`src/rtl/sram_arb_ctrl.sv`:
```
// Round-robin arbiter and access sequencer for an SR-latch SRAM array.
// Guards setup/hold so RW and Din only move while no row is selected.
module sram_arb_ctrl #(
  parameter int AW        = 3,
  parameter int DW        = 8,
  parameter int WR_CYCLES = 2
) (
  input  logic                clk,
  input  logic                rst,
  input  logic                req0,
  input  logic                req1,
  input  logic                we0,
  input  logic                we1,
  input  logic [AW-1:0]       addr0,
  input  logic [AW-1:0]       addr1,
  input  logic [DW-1:0]       wdata0,
  input  logic [DW-1:0]       wdata1,
  output logic                ack0,
  output logic                ack1,
  output logic [DW-1:0]       rdata,
  output logic                busy,
  output logic [(1<<AW)-1:0]  mem_sel,
  output logic                mem_rw,
  output logic [DW-1:0]       mem_din,
  input  logic [DW-1:0]       mem_dout
);

  localparam int DEPTH = 1 << AW;
  localparam int CW    = (WR_CYCLES > 1) ? $clog2(WR_CYCLES) : 1;

  typedef enum logic [1:0] {
    IDLE,
    SETUP,
    ACCESS,
    DONE
  } state_t;

  state_t          state_q, state_d;
  logic            gnt_q, gnt_d;
  logic            last_q, last_d;
  logic            we_q, we_d;
  logic [AW-1:0]   addr_q, addr_d;
  logic [DW-1:0]   wdata_q, wdata_d;
  logic [CW-1:0]   cnt_q, cnt_d;
  logic            ack0_q, ack0_d;
  logic            ack1_q, ack1_d;
  logic [DW-1:0]   rdata_q, rdata_d;
  logic            busy_q, busy_d;
  logic [DEPTH-1:0] mem_sel_q, mem_sel_d;
  logic            mem_rw_q, mem_rw_d;
  logic [DW-1:0]   mem_din_q, mem_din_d;

  always_comb begin
    state_d   = state_q;
    gnt_d     = gnt_q;
    last_d    = last_q;
    we_d      = we_q;
    addr_d    = addr_q;
    wdata_d   = wdata_q;
    cnt_d     = cnt_q;
    rdata_d   = rdata_q;
    ack0_d    = 1'b0;
    ack1_d    = 1'b0;
    mem_sel_d = '0;
    mem_rw_d  = mem_rw_q;
    mem_din_d = mem_din_q;

    unique case (state_q)
      IDLE: begin
        if (req0 || req1) begin
          // contention goes to whoever was not served last
          gnt_d   = (req0 && req1) ? ~last_q : req1;
          we_d    = gnt_d ? we1    : we0;
          addr_d  = gnt_d ? addr1  : addr0;
          wdata_d = gnt_d ? wdata1 : wdata0;
          state_d = SETUP;
        end
      end
      SETUP: begin
        state_d = ACCESS;
        cnt_d   = CW'(WR_CYCLES - 1);
      end
      ACCESS: begin
        if (!we_q) begin
          rdata_d = mem_dout;
          state_d = DONE;
        end else if (cnt_q == '0) begin
          state_d = DONE;
        end else begin
          cnt_d = cnt_q - 1'b1;
        end
      end
      DONE: begin
        last_d  = gnt_q;
        state_d = IDLE;
      end
    endcase

    busy_d = (state_d != IDLE);

    // outputs are registered, so they follow the state being entered
    unique case (state_d)
      IDLE: begin
        mem_rw_d  = 1'b1;
        mem_din_d = '0;
      end
      SETUP: begin
        mem_rw_d  = ~we_d;
        mem_din_d = we_d ? wdata_d : '0;
      end
      ACCESS: begin
        mem_sel_d = DEPTH'(1) << addr_d;
      end
      DONE: begin
        ack0_d = ~gnt_d;
        ack1_d = gnt_d;
      end
    endcase
  end

  always_ff @(posedge clk) begin
    if (rst) begin
      state_q   <= IDLE;
      gnt_q     <= 1'b0;
      last_q    <= 1'b1;
      we_q      <= 1'b0;
      addr_q    <= '0;
      wdata_q   <= '0;
      cnt_q     <= '0;
      ack0_q    <= 1'b0;
      ack1_q    <= 1'b0;
      rdata_q   <= '0;
      busy_q    <= 1'b0;
      mem_sel_q <= '0;
      mem_rw_q  <= 1'b1;
      mem_din_q <= '0;
    end else begin
      state_q   <= state_d;
      gnt_q     <= gnt_d;
      last_q    <= last_d;
      we_q      <= we_d;
      addr_q    <= addr_d;
      wdata_q   <= wdata_d;
      cnt_q     <= cnt_d;
      ack0_q    <= ack0_d;
      ack1_q    <= ack1_d;
      rdata_q   <= rdata_d;
      busy_q    <= busy_d;
      mem_sel_q <= mem_sel_d;
      mem_rw_q  <= mem_rw_d;
      mem_din_q <= mem_din_d;
    end
  end

  assign ack0    = ack0_q;
  assign ack1    = ack1_q;
  assign rdata   = rdata_q;
  assign busy    = busy_q;
  assign mem_sel = mem_sel_q;
  assign mem_rw  = mem_rw_q;
  assign mem_din = mem_din_q;

endmodule

```
`config.mk`:
```
export PLATFORM = sky130hd
export DESIGN_NAME = sram_arb_ctrl
export DESIGN_NICKNAME = d
export VERILOG_FILES = /design/src/rtl/sram_arb_ctrl.sv
export SDC_FILE = /design/constraint.sdc
export NUM_CORES = 1
export LEC_CHECK = 0
export CORE_AREA = 2 2 72 74
export CTS_CLUSTER_DIAMETER = 100
export CTS_CLUSTER_SIZE = 30
export DETAILED_ROUTE_END_ITERATION = 6
export DIE_AREA = 0 0 74 76
export HOLD_SLACK_MARGIN = 0.12
export PLACE_DENSITY = 0.58
export SYNTH_ARGS = -nofsm -noshare
export SYNTH_HDL_FRONTEND = slang
export SYNTH_SLANG_ARGS = --single-unit
export TNS_END_PERCENT = 50
```
`constraint.sdc`:
```
create_clock -name clk -period 2.7 [get_ports clk]
set_input_delay 0.675 -clock clk [delete_from_list [all_inputs] [get_ports clk]]
set_output_delay 0.675 -clock clk [all_outputs]
set_load 0.01 [all_outputs]
```
==> results by group, run 1 <==
Logic synthesis
  – Commonest cells in the netlist: dfxtp_1 (37), nand2_1 (20), mux2i_1 (13)
  – Synth area leaders: dfxtp_1 (52%), mux2i_1 (9.1%), nand2_1 (5.3%)
  – Share of the yosys chip area belonging to registers: 0.521
  – Synthesized instance count: 147
  – Synth Area in XOR/XNOR: 0
  – EDFF count, synth: 0
  – Synth Area in Simple Gates: 0.134
  – Unique masters post-synth: 29
  – Post-synthesis adder-cell area fraction: 0
  – Syn_nets: 183
  – Post-synth top area cell: dfxtp_1
  – Mean Syn Cell Area: 9.68 sq um
  – Synth Flop Type: dfxtp_1
  – Synthesized cell area: 1420 sq um
  – FFs w/ async S/R, synth: 0
  – Yosys warns: 0
  – Multiplexer area fraction after synthesis: 0.120
  – Main combinational cell family by area after synthesis: compound AO/OA/AOI/OAI gates
  – Synth Area in Compound Gates: 0.179
  – Most common cell in the synthesized netlist: dfxtp_1
  – Synth Register Bits: 37
  – Top cell type's share of synthesized area: 0.521

Setup path
  – Worst r2r src: state_q[1]
  – Crit-path cells: clkdlybuf4s50_1 -> a21boi_4 -> mux2i_1 -> or3_1 -> a21boi_1
  – Slowest CP cell: or3_1
  – Reg-to-Reg End: mem_din[1]
  – CP arrival: 2.28 ns
  – Worst Path Buf+Inv: 1
  – Crit start category: primary input
  – Worst setup path class: in -> reg
  – Worst Setup End Kind: flip-flop
  – R2R Setup Slk: 0.97 ns
  – Worst EP required: 2.84 ns
  – CP Max Fanout: 9
  – R2R depth: 4
  – Top delay family on crit path: simple AND/OR/NAND/NOR gates
  – Crit path largest cell delay: 0.54 ns
  – Setup crit start: req1

Timing
  – Fmax achieved: 467 MHz
  – RSZ-0062 raised after global routing: false
  – Hold Vio Cnt, Final: 0
  – Min Tclk post-route: 2.14 ns
  – Slew Viols, Final: 0
  – Final setup fails: 0
  – Final worst setup slack: 0.559 ns
  – Final TNS setup: 0 ns
  – Worst slew pin tran: 0.812 ns
  – Worst clock skew: 0.00440 ns
  – Period utilization: 0.793
  – Rel. slew slack: 0.459

GRT
  – GRT overflow: 0
  – Initial antenna violation count: 0
  – GR Util All Layers: 0.116
  – Vias in the first global route: 1,096
  – First-pass GRT wire length: 5.03 mm
  – Largest net degree at the start of global routing: 18

Clock network
  – Setup bufs post-CTS: 0
  – CTS root buffer: clkbuf_8
  – Maximum clock insertion buffer count: 2
  – Total CTS buffers: 5
  – CTS tree: done
  – CTS clock-pin slew for the worst setup and hold paths: 0.07 ns
  – Post-CTS Resized: 0
  – Clock latency at the later pin of the worst-skew pair: 0.28 ns
  – Hold buffers post-CTS: 0
  – Clock Sinks: 37
  – H-tree levels: 2

Place
  – Post-Place Cells: 272
  – GPL Wtd Cong: 0.665
  – IO buf count: 63
  – Hpwl dp: 2.37 mm
  – Dpl ws: 0.235 ns

Die
  – Die Y: 76 um
  – Die ar.: 5620 sq um
  – Core Box Area: 4910 sq um
  – FP Rows: 26
  – Initial Utilization: 0.290
  – Die width: 74 um
  – I/O Pins: 64

Worst hold path
  – Hold Startpoint: mem_din[2]
  – WHS Path Cells: 2
  – Hold Path End: mem_din[2]
  – Hold Path Class: reg -> reg

Cells and area
  – Reg area: 741 sq um
  – # fillers: 494
  – Layout cells sized above 1: 0.0913
  – Net count, final: 245
  – Area occupied by multi-input gates: 617 sq um
  – Syn-to-layout area delta: 53.2%
  – Ant diodes: 0
  – Cell Count, Final, Fillers Out: 278

Power and ir drop
  – Pwr per Cell Area: 561 nW/um^2
  – Max rail drop VDD: 0.000205 V
  – Pleak: 0.795 nW

Route
  – Total routed wirelength: 3.14 mm
  – Pre-antenna DRT Iters: 4
  – Vias/cell: 4.36
  – DR vias: 1,211
  – Final ANT Viol Nets: 0
  – DRC: 0
  – Wire per inst: 11.3 um
  – DR iter-0 viols: 34

Flow run
  – MaxCap Viol Count: 0

Outcome
  – Run status: finished clean
==> how the worst max path moves through the flow <==
stage / cells past startpoint / endpoint
floorplan: 4 / mem_sel[0]
global placement: 5 / mem_rw
detailed placement: 5 / mem_rw
CTS: 5 / mem_rw
global route: 5 / mem_rw
finish: 5 / mem_rw
==> layout make-up <==
type	instances	share of cell area
clock buffers	5	0.0316
clock inverters	1	0.00230
inverters	4	0.00689
multi-input cells	96	0.283
flip-flops and latches	37	0.340
well taps	70	0.0402
repair buffers	65	0.296
==> routing by layer <==
layer  global-route usage  share of wire  vias up
met2                0.159           0.40       62
met4               0.0382          0.014        0
met1                0.146           0.45      510
met3               0.0767           0.14        7
met5                    0              0        -
li1                     -              -      632
==> worst reg2reg max path: stages (launching register included) <==
cell,delay [ns]
dfxtp_1,0.42
nand2b_1,0.28
a21oi_1,0.74
nand2_1,0.15
o21ai_2,0.08
==> power by group <==
part | leakage [nW] | switching [mW] | internal [mW]
clock network | 0.0399 | 0.173 | 0.169
logic | 0.454 | 0.120 | 0.144
registers | 0.302 | 0.0293 | 0.588
total | 0.795 | 0.322 | 0.901
==> flip-flops by register name, summed over array words and instances, names as in the netlist <==
signal,cells
rdata,8
state_q,2
ack1,1
mem_sel,8
ack0,1
mem_rw,1
gnt_q,1
mem_din,8
busy,1
addr_q,3
last_q,1
we_q,1
cnt_q,1
==> layout by cell type (no fill, tap or decap), drive strengths merged, types with 2 or more instances in the layout <==
cell | netlist | final
nor3 | 9 | 9
dfxtp | 37 | 37
a21oi | 11 | 11
buf | 5 | 2
a211oi | 2 | 2
mux2i | 13 | 13
o21ai | 17 | 17
nor2 | 7 | 7
clkdlybuf4s50 | 0 | 63
inv | 4 | 4
mux2 | 3 | 3
nand2b | 3 | 3
clkbuf | 5 | 5
a21boi | 3 | 3
nand2 | 20 | 20
==> cells by family after synthesis <==
| group | after synthesis |
|---|---|
| and+or+nand+nor | 42 |
| DFF | 37 |
| buffers and inverters | 14 |
| muxes | 16 |
| AOI/OAI and AO/OA | 38 |
==> metrics by stage <==
stage                     hold WS [ns]  utilization  area, sq um  total power [mW]
final                            0.453        0.444         2180              1.22
after global routing             0.488        0.444         2180              1.29
after CTS                        0.457        0.444         2180              1.24
after detailed placement         0.441        0.429         2110             0.895
after global placement           0.433        0.429         2110             0.897
after floorplan                  0.460            -         1420             0.774
No activity file was read; power rests on OpenSTA's default activity.
==> run 2, diff against run 1 <==
- clock period: 2.7 -> 2.1 ns (I/O delays scaled with it)
==> results by group, run 2 (synthesized netlist as in run 1, its figures left out) <==
Outcome
  – Run status: finished clean

Timing
  – Min Tclk post-route: 1.87 ns
  – RSZ-0062 raised after global routing: false
  – Final setup fails: 0
  – Slew Viols, Final: 0
  – Final worst setup slack: 0.228 ns
  – Hold Vio Cnt, Final: 0
  – Rel. slew slack: 0.481
  – Fmax achieved: 534 MHz
  – Worst slew pin tran: 0.779 ns
  – Worst hold margin: 0.451 ns
  – Worst clock skew: 0.00505 ns
  – Period utilization: 0.892

Power and ir drop
  – Pwr per Cell Area: 740 nW/um^2
  – PnR Total Power: 1.70 mW
  – Max rail drop VDD: 0.000296 V
  – Pleak: 0.866 nW

Cells and area
  – Area occupied by multi-input gates: 617 sq um
  – Commonest non-fill, non-tap cell in the layout: clkdlybuf4s50_1
  – Syn-to-layout area delta: 61.5%
  – Ant diodes: 0
  – Reg area: 741 sq um
  – Cell Count, Final, Fillers Out: 292
  – Layout cells sized above 1: 0.149
  – Net count, final: 257
  – # fillers: 493
  – Most frequent cells in the layout: clkdlybuf4s50_1 (63), dfxtp_1 (37), nand2_1 (20)

Die
  – FP Rows: 26
  – Die Y: 76 um
  – Core Box Area: 4910 sq um
  – Die ar.: 5620 sq um
  – I/O Pins: 64
  – Initial Utilization: 0.290
  – Die width: 74 um

Setup path
  – Worst r2r src: state_q[1]
  – Crit start category: primary input
  – Worst Setup End Kind: flip-flop
  – Reg-to-Reg End: mem_sel[3]
  – R2R depth: 4
  – Worst setup path class: in -> reg
  – CP arrival: 2.08 ns
  – R2R Setup Slk: 0.58 ns
  – Worst EP required: 2.31 ns
  – CP Max Fanout: 5

GRT
  – GR Util All Layers: 0.124
  – Initial antenna violation count: 0
  – First-pass GRT wire length: 5.40 mm
  – Vias in the first global route: 1,192
  – GRT overflow: 0
  – Largest net degree at the start of global routing: 14

Clock network
  – H-tree levels: 2
  – Maximum clock insertion buffer count: 2
  – CTS clock-pin slew for the worst setup and hold paths: 0.07 ns
  – CTS tree: done
  – Total CTS buffers: 5
  – Setup bufs post-CTS: 0
  – Clock Sinks: 37
  – Clock latency at the later pin of the worst-skew pair: 0.29 ns
  – Hold buffers post-CTS: 0
  – CTS root buffer: clkbuf_8
  – Post-CTS Resized: 0

Route
  – Final ANT Viol Nets: 0
  – Pre-antenna DRT Iters: 4
  – DR iter-0 viols: 23
  – DRC: 0
  – Vias/cell: 4.34
  – Total routed wirelength: 3.23 mm
  – DR vias: 1,266
  – Wire per inst: 11.0 um

Place
  – Post-Place Cells: 284
  – IO buf count: 63
  – Dpl ws: -0.0799 ns
  – GPL Wtd Cong: 0.717
  – Hpwl dp: 2.47 mm

Worst hold path
  – Hold Startpoint: mem_rw
  – Hold Path Class: reg -> reg
  – Hold Path End: mem_rw
  – WHS Path Cells: 2

Flow run
  – MaxCap Viol Count: 0
-- run 2: cell count changes in the layout (fill, tap and decap cells not counted) --
cell      previous run  this run
clkbuf_8             5         7
buf_4                2        14
-- run 2: power by group --
part	leakage, nW	internal (mW)	switching [mW]
registers	0.302	0.755	0.0376
clock network	0.0542	0.296	0.238
logic	0.510	0.213	0.160
-- run 2: routing by layer --
metal,vias up,track usage,share of wire
met5,-,0,0
met4,0,0.0545,0.017
met3,7,0.0661,0.13
met2,60,0.176,0.40
met1,546,0.154,0.45
li1,653,-,-
-- run 2: layout make-up --
type                       count  area share
sequential                    37       0.322
clock buffer                   7      0.0419
timing repair buffer          77       0.320
tap                           70      0.0381
multi-input combinational     96       0.269
clock inverter                 1     0.00218
inverter                       4     0.00654
-- run 2: worst max-delay path, cell delays in order --
cell	delay (ns)
clkdlybuf4s50_1	0.48
a21boi_4	0.25
mux2_1	0.37
mux2_4	0.29
nor3_1	0.17
-- run 2: worst max path at each step --
stage	slack, ns	end	from
6_report	0.23	mem_sel[1]	req1
5_1_grt	0.11	mem_sel[6]	req1
4_1_cts	0.21	mem_sel[0]	req1
3_5_place_dp	-0.08	mem_sel[0]	req1
3_3_place_gp	-0.03	mem_sel[0]	req1
2_1_floorplan	0.54	mem_sel[0]	req1
-- run 2: metrics by stage --
step	util	cell area [sq um]	TNS, ns
after floorplan	-	1420	0
after global placement	0.447	2200	-0.173
after detailed placement	0.447	2200	-0.568
after CTS	0.468	2300	0
after global routing	0.468	2300	0
final	0.468	2300	0
